### config.mk
export PLATFORM = sky130hd
export DESIGN_NAME = display_scan_ctrl_flat
export DESIGN_NICKNAME = d
export VERILOG_FILES = /design/src/rtl/display_scan_ctrl_pkg.sv /design/src/rtl/display_scan_ctrl_if.sv /design/src/rtl/display_scan_ctrl_counter.sv /design/src/rtl/display_scan_ctrl.sv /design/src/flat_wrapper.sv
export SDC_FILE = /design/constraint.sdc
export NUM_CORES = 1
export LEC_CHECK = 0
export BUFFER_PORTS_ARGS = -buffer_cell sky130_fd_sc_hd__buf_4
export CORE_MARGIN = 2
export CORE_UTILIZATION = 40
export CTS_BUF_LIST = sky130_fd_sc_hd__clkbuf_4 sky130_fd_sc_hd__clkbuf_8
export DETAILED_ROUTE_END_ITERATION = 12
export HOLD_SLACK_MARGIN = 0.12
export PLACE_DENSITY = 0.67
export SETUP_SLACK_MARGIN = 0.3
export SLEW_MARGIN = 20
export SYNTH_ARGS = -nofsm -noshare
export SYNTH_HDL_FRONTEND = slang
export SYNTH_SLANG_ARGS = --single-unit
### constraint.sdc
create_clock -name input_clk -period 2.7 [get_ports input_clk]
set_clock_uncertainty 0.2 [all_clocks]
set_input_delay 0.27 -clock input_clk [delete_from_list [all_inputs] [get_ports input_clk]]
set_output_delay 0.27 -clock input_clk [all_outputs]
set_load 0.05 [all_outputs]
### src/rtl/display_scan_ctrl_pkg.sv
// Shared types and constants for the 4-digit display scan sequencer.
package display_scan_ctrl_pkg;

   localparam int NUM_DIGITS = 4;
   localparam int SEL_WIDTH  = 2;

   typedef enum logic [1:0] {
      IDLE   = 2'd0,
      ACTIVE = 2'd1,
      BLANK  = 2'd2
   } scan_state_e;

   // Picks the 4-bit code of digit idx out of the packed digit word.
   function automatic logic [3:0] digit_at(input logic [4*NUM_DIGITS-1:0] digits,
                                           input logic [SEL_WIDTH-1:0] idx);
      return digits[{idx, 2'b00} +: 4];
   endfunction

endpackage

### src/rtl/display_scan_ctrl_if.sv
// Control inputs and demux/decoder outputs of the display scan sequencer.
interface display_scan_ctrl_if;
   import display_scan_ctrl_pkg::*;

   logic                    input_run;
   logic [4*NUM_DIGITS-1:0] input_digits;
   logic [NUM_DIGITS-1:0]   input_mask;
   logic [SEL_WIDTH-1:0]    out_sel;
   logic                    out_e;
   logic [3:0]              out_nibble;
   logic                    out_frame;

   modport master (
      output input_run, input_digits, input_mask,
      input  out_sel, out_e, out_nibble, out_frame
   );

   modport slave (
      input  input_run, input_digits, input_mask,
      output out_sel, out_e, out_nibble, out_frame
   );

endinterface

### src/rtl/display_scan_ctrl_counter.sv
// Slot cycle counter shared by the active and blanking phases.
// done is high while the count equals cmp; clr restarts from zero.
module scan_cycle_counter #(
   parameter int DIV_WIDTH = 16
) (
   input  logic                 input_clk,
   input  logic                 input_reset_n,
   input  logic                 clr,
   input  logic [DIV_WIDTH-1:0] cmp,
   output logic                 done
);

   logic [DIV_WIDTH-1:0] count_q;

   // Free-running up-count, cleared at the end of each phase or when idle.
   always_ff @(posedge input_clk or negedge input_reset_n) begin
      if (!input_reset_n) begin
         count_q <= '0;
      end else if (clr) begin
         count_q <= '0;
      end else begin
         count_q <= count_q + 1'b1;
      end
   end

   assign done = (count_q == cmp);

endmodule

### src/rtl/display_scan_ctrl.sv
// Time-multiplexed scan sequencer for the 4-digit display.
//
//   state  | meaning
//   IDLE   | scan disabled, all outputs at reset values
//   ACTIVE | digit slot running, demux enabled if digit unmasked
//   BLANK  | anti-ghosting gap between slots, demux disabled
module display_scan_ctrl
   import display_scan_ctrl_pkg::*;
#(
   parameter int DIV_WIDTH    = 16,
   parameter int DIV_MAX      = 49999,
   parameter int BLANK_CYCLES = 500
) (
   input  logic               input_clk,
   input  logic               input_reset_n,
   display_scan_ctrl_if.slave bus
);

   localparam logic [DIV_WIDTH-1:0] DIV_LAST   = DIV_WIDTH'(DIV_MAX);
   localparam logic [DIV_WIDTH-1:0] BLANK_LAST =
      (BLANK_CYCLES == 0) ? '0 : DIV_WIDTH'(BLANK_CYCLES - 1);

   scan_state_e          state_q, state_d;
   logic [SEL_WIDTH-1:0] sel_q, sel_d;
   logic [3:0]           nibble_q, nibble_d;
   logic                 e_q, e_d;
   logic                 frame_q, frame_d;
   logic                 cnt_clr, cnt_done, advance;
   logic [DIV_WIDTH-1:0] cnt_cmp;

   scan_cycle_counter #(.DIV_WIDTH(DIV_WIDTH)) u_cnt (
      .input_clk     (input_clk),
      .input_reset_n (input_reset_n),
      .clr           (cnt_clr),
      .cmp           (cnt_cmp),
      .done          (cnt_done)
   );

   // State, select, nibble and output flops.
   always_ff @(posedge input_clk or negedge input_reset_n) begin
      if (!input_reset_n) begin
         state_q  <= IDLE;
         sel_q    <= '0;
         nibble_q <= '0;
         e_q      <= 1'b0;
         frame_q  <= 1'b0;
      end else begin
         state_q  <= state_d;
         sel_q    <= sel_d;
         nibble_q <= nibble_d;
         e_q      <= e_d;
         frame_q  <= frame_d;
      end
   end

   // Next-state logic; the nibble is reloaded only when the select moves,
   // so digit changes inside a slot wait for the next slot.
   always_comb begin
      state_d  = state_q;
      sel_d    = sel_q;
      nibble_d = nibble_q;
      frame_d  = 1'b0;
      cnt_clr  = 1'b0;
      cnt_cmp  = DIV_LAST;
      advance  = 1'b0;
      if (!bus.input_run) begin
         state_d  = IDLE;
         sel_d    = '0;
         nibble_d = '0;
         cnt_clr  = 1'b1;
      end else begin
         case (state_q)
            IDLE: begin
               state_d  = ACTIVE;
               sel_d    = '0;
               nibble_d = digit_at(bus.input_digits, '0);
               cnt_clr  = 1'b1;
            end
            ACTIVE: begin
               cnt_cmp = DIV_LAST;
               if (cnt_done) begin
                  cnt_clr = 1'b1;
                  if (BLANK_CYCLES == 0) begin
                     advance = 1'b1;
                  end else begin
                     state_d = BLANK;
                  end
               end
            end
            BLANK: begin
               cnt_cmp = BLANK_LAST;
               if (cnt_done) begin
                  cnt_clr = 1'b1;
                  state_d = ACTIVE;
                  advance = 1'b1;
               end
            end
            default: begin
               state_d = IDLE;
               cnt_clr = 1'b1;
            end
         endcase
      end
      if (advance) begin
         sel_d    = sel_q + 1'b1;
         nibble_d = digit_at(bus.input_digits, sel_d);
         frame_d  = (sel_q == SEL_WIDTH'(NUM_DIGITS - 1));
      end
      e_d = (state_d == ACTIVE) & bus.input_mask[sel_d];
   end

   assign bus.out_sel    = sel_q;
   assign bus.out_e      = e_q;
   assign bus.out_nibble = nibble_q;
   assign bus.out_frame  = frame_q;

endmodule

### src/flat_wrapper.sv
// flat-port wrapper written by rule: the top's interface ports become plain ports
module display_scan_ctrl_flat import display_scan_ctrl_pkg::*;
#(
   parameter int DIV_WIDTH    = 16,
   parameter int DIV_MAX      = 49999,
   parameter int BLANK_CYCLES = 500
)
  (input_clk, input_reset_n, bus_input_run, bus_input_digits, bus_input_mask, bus_out_sel, bus_out_e, bus_out_nibble, bus_out_frame);
  display_scan_ctrl_if bus_i ();
  input  logic input_clk;
  input  logic input_reset_n;
  input wire logic [$bits(bus_i.input_run)-1:0] bus_input_run;
  input wire logic [$bits(bus_i.input_digits)-1:0] bus_input_digits;
  input wire logic [$bits(bus_i.input_mask)-1:0] bus_input_mask;
  output wire logic [$bits(bus_i.out_sel)-1:0] bus_out_sel;
  output wire logic [$bits(bus_i.out_e)-1:0] bus_out_e;
  output wire logic [$bits(bus_i.out_nibble)-1:0] bus_out_nibble;
  output wire logic [$bits(bus_i.out_frame)-1:0] bus_out_frame;
  assign bus_i.input_run = bus_input_run;
  assign bus_i.input_digits = bus_input_digits;
  assign bus_i.input_mask = bus_input_mask;
  assign bus_out_sel = bus_i.out_sel;
  assign bus_out_e = bus_i.out_e;
  assign bus_out_nibble = bus_i.out_nibble;
  assign bus_out_frame = bus_i.out_frame;
  display_scan_ctrl #(.DIV_WIDTH(DIV_WIDTH), .DIV_MAX(DIV_MAX), .BLANK_CYCLES(BLANK_CYCLES)) u_core (.input_clk(input_clk), .input_reset_n(input_reset_n), .bus(bus_i));
endmodule
==> results.md <==
Power
- **sequential share of power** 0.476
- **power dissipated by switching net loads** 0.192 mW
- **total power after layout** 0.840 mW
- **Max rail drop VDD** 0.260 mV
- **portion of total power attributed to the clock network** 0.390
- **Sw Share** 0.229
- **power density relative to cell area** 385 nW/um^2
- **leakage dissipation** 0.964 nW
- **Comb power frac** 0.134
- **Internal Dissipation** 0.648 mW

Timing
- **Final Hold Fails** 0
- **share of the cycle needed by the critical path after routing** 0.951
- **worst-margin pin slew** 0.351 ns
- **unrepaired setup endpoints after global routing** yes
- **final sum of negative setup slack** 0 ns
- **tightest slew margin relative to the limit** 0.766
- **number of max-slew violations in the final report** 0
- **min cycle time layout** 2.57 ns
- **fmax** 0.389 GHz
- **number of setup violations in the final report** 0

Clock tree
- **Max clock buf depth** 2
- **clock tree from TritonCTS** built
- **sinks on the clock net** 26
- **number of buffers added by the clock tree synthesis step** 3
- **clock latency of the later-clocked register in the worst-skew pair** 0.27 ns
- **level count of the clock H-tree** 1
- **clock-pin slew on the worst setup and hold paths** 0.10 ns
- **CTS root buffer** clkbuf_8

Synth
- **Mapped Area** 1600 um^2
- **average instance area after synthesis** 10.2 um^2
- **Synthesized Nets** 185
- **Synth Register Bits** 26
- **unique cell type count in the Yosys netlist** 43
- **count of synthesis-stage warnings from yosys** 0
- **number of instances in the synthesized netlist** 156
- **share of synthesized area occupied by flip-flops and latches** 0.408

Die
- **vertical die dimension** 67.2 um
- **Core Area** 3740 um^2
- **row count** 22
- **top-level port count** 31
- **floorplan die width** 67.2 um
- **area of the die** 4510 um^2
- **starting density of the core** 0.426

Drt
- **DRC violation count after routing** 0
- **via count** 1304
- **total wirelength of the detailed-routed design** 3.64 mm
- **detailed-route wire length per cell** 14.7 um
- **DRT antenna net count** 0
- **first-pass detailed-route iteration total** 4
- **ratio of routed vias to standard cells** 5.28
- **count of routing violations after the opening detailed-route iteration** 43

Setup path
- **critical path depth in cells** 6
- **library cell contributing the largest single delay on the critical path** or4b_1
- **maximum single-stage delay on the critical path** 0.52 ns
- **Critical Path End Type** flip-flop
- **R2R cell count** 6
- **Worst path top cell family by delay** simple AND/OR/NAND/NOR gates
- **path type of the worst setup path** reg2reg
- **kind of launch point of the worst setup path** flip-flop
- **crit-path cells** or4b_1 > or4_4 > a311o_2 > mux2i_1 > nand2_1 > a211oi_2
- **number of buffers and inverters on the critical path** 0
- **data arrival at the endpoint of the critical path** 2.56 ns
- **worst-path maximum fanout** 5
- **critical path data required time** 2.69 ns

Min path
- **class of the tightest hold or removal check** in2reg
- **number of cells on the worst hold path** 4

Job
- **count of max-cap constraint violations** 0

Place
- **Final GP Congestion** 0.782
- **PortBufs** 30
- **detailed placer's ending HPWL** 2.55 mm

Cells and area
- **Syn-to-layout area delta** 36.8%
- **fraction of final layout cells sized beyond drive strength 1** 0.447
- **Util after Layout** 0.583
- **net count of the finished layout** 229
- **final antenna diode count** 0
- **fill cell total of the finished layout** 330

Run status
- **run status** complete, no violations

Global routing
- **number of antenna violations at the first check in global routing** 0
- **number of global-route vias before repair** 1360
- **maximum number of pins on one net before global-route repair** 27
- **global-route wire length before repair** 6.02 mm
- **total congestion overflow** 0
- **overall track demand over capacity in global routing** 0.173

through the flow:
| step | worst slack, ns | cell area (um^2) | hold slack (ns) | cells |
|---|---|---|---|---|
| final | 0.133 | 2180 | 0.207 | 247 |
| after global routing | -0.0493 | 2180 | 0.221 | 247 |
| after CTS | 0.140 | 2060 | 0.201 | 247 |
| after detailed placement | 0.0953 | 1900 | 0.00340 | 235 |
| after global placement | 0.144 | 1900 | -0.00242 | 235 |
| after floorplan | 0.162 | 1620 | -0.226 | 156 |
placed cells by master, fill, tap and decap left out, types with 3 or more instances in the layout:
master    netlist  layout
clkbuf_8        1       3
inv_1          10       9
xnor2_1         3       3
ha_1            6       6
mux2_2          4       4
nand3_1         3       3
and3_1          3       3
dfrtp_1        26      24
mux4_2          4       4
xor2_1          8       8
nor2_1         16       3
buf_4           0      39
nand2_1        24      24
o21ai_0         8       8
nor2_4          0      13
a21oi_2         0       3
tightest hold or removal path, stage by stage:
cell	delay (ns)
buf_4	0.11
nand2_1	0.05
a221o_1	0.15
a211oi_2	0.06
final timing paths:
path / end / slack, ns / from
min in group asynchronous: u_core.bus.out_nibble[0] / 0.23 / input_reset_n
max in group asynchronous: u_core.bus.out_sel[0] / 1.78 / input_reset_n
worst min-delay path: u_core.bus.out_e / 0.21 / bus_input_mask[0]
worst max register to register: u_core.bus.out_e / 0.13 / u_core.u_cnt.count_q[15]
worst min register to register: u_core.u_cnt.count_q[0] / 0.33 / u_core.u_cnt.count_q[0]
worst max-delay path: u_core.bus.out_e / 0.13 / u_core.u_cnt.count_q[15]
power by group through the flow:
stage	Clock, mW	Combinational [mW]	Sequential [mW]
5_1_grt	0.354	0.122	0.401
3_5_place_dp	0	0.0946	0.407
3_3_place_gp	0	0.0927	0.407
2_1_floorplan	0	0.0355	0.421
6_report	0.327	0.113	0.400
4_1_cts	0.335	0.102	0.399
per-layer routing:
layer,global-route usage,part of all wire,up-vias
met4,0.0153,0.0016,0
li1,-,-,630
met2,0.330,0.53,31
met1,0.212,0.42,641
met3,0.0267,0.052,2
met5,0,0,-
cell families after synthesis:
logic type,count (synthesis),synth area share
adder cells (fa/ha/maj),6,0.0471
flip-flops,26,0.408
XOR/XNOR,11,0.0604
buffers and inverters,14,0.0486
AO/OA/AOI/OAI,22,0.101
multiplexers,12,0.111
AND/OR/NAND/NOR,65,0.224
flip-flops by register name (all words and copies together), names as in the netlist:
signal,count
u_core.bus.out_frame,1
u_core.state_q,2
u_core.u_cnt.count_q,16
u_core.bus.out_sel,2
u_core.bus.out_nibble,4
u_core.bus.out_e,1
cell type report:
class	count	area, um^2	area share
multi-input cells	116	1010	0.462
flip-flops and latches	26	653	0.299
repair buffers	43	353	0.162
well taps	48	60.1	0.0275
clock buffers	3	41.3	0.0189
inverters	10	37.5	0.0172
clock inverters	1	30.0	0.0138
cells in the mapped netlist:
master | instances | area share
xor2_1 | 8 | 0.044
and3_2 | 1 | 0.0047
and2b_2 | 1 | 0.0055
o31ai_2 | 1 | 0.0078
ha_1 | 6 | 0.047
nor2b_1 | 1 | 0.0039
nor2_1 | 16 | 0.038
nor3_4 | 2 | 0.020
o21a_1 | 1 | 0.0047
xnor2_1 | 3 | 0.016
inv_1 | 10 | 0.024
mux2_2 | 4 | 0.028
and4_1 | 1 | 0.0055
nand3_1 | 3 | 0.0094
mux2i_1 | 3 | 0.019
mux4_2 | 4 | 0.056
a221o_1 | 1 | 0.0063
clkdlybuf4s25_2 | 1 | 0.0063
or2_2 | 1 | 0.0039
nand4_4 | 1 | 0.013
nand4b_1 | 1 | 0.0055
o21ai_0 | 8 | 0.025
and2_2 | 2 | 0.0094
o22ai_1 | 1 | 0.0039
o221ai_1 | 1 | 0.0055
a21oi_1 | 4 | 0.013
clkdlybuf4s50_2 | 1 | 0.0071
a211oi_2 | 1 | 0.0078
a31o_2 | 1 | 0.0055
and3_1 | 3 | 0.012
mux2_1 | 1 | 0.0071
nand2_1 | 24 | 0.056
nand4_1 | 2 | 0.0078
buf_2 | 1 | 0.0031
a311o_2 | 1 | 0.0071
dfrtp_1 | 26 | 0.41
o211ai_2 | 1 | 0.0078
or3_1 | 2 | 0.0078
or4b_1 | 1 | 0.0063
nor4_1 | 2 | 0.0078
clkbuf_8 | 1 | 0.0086
or4_4 | 1 | 0.0071
o41a_1 | 1 | 0.0071
what timing repair did:
item                                    in CTS  in global routing
hold buffers                                 2                  0
endpoints found under the hold margin       29                  0
buffers inserted                             6                  0
endpoints found under the setup margin      19                 19
resized for setup                            5                 33
pin swaps                                    3                 13
(Power assumes the default switching activity.)
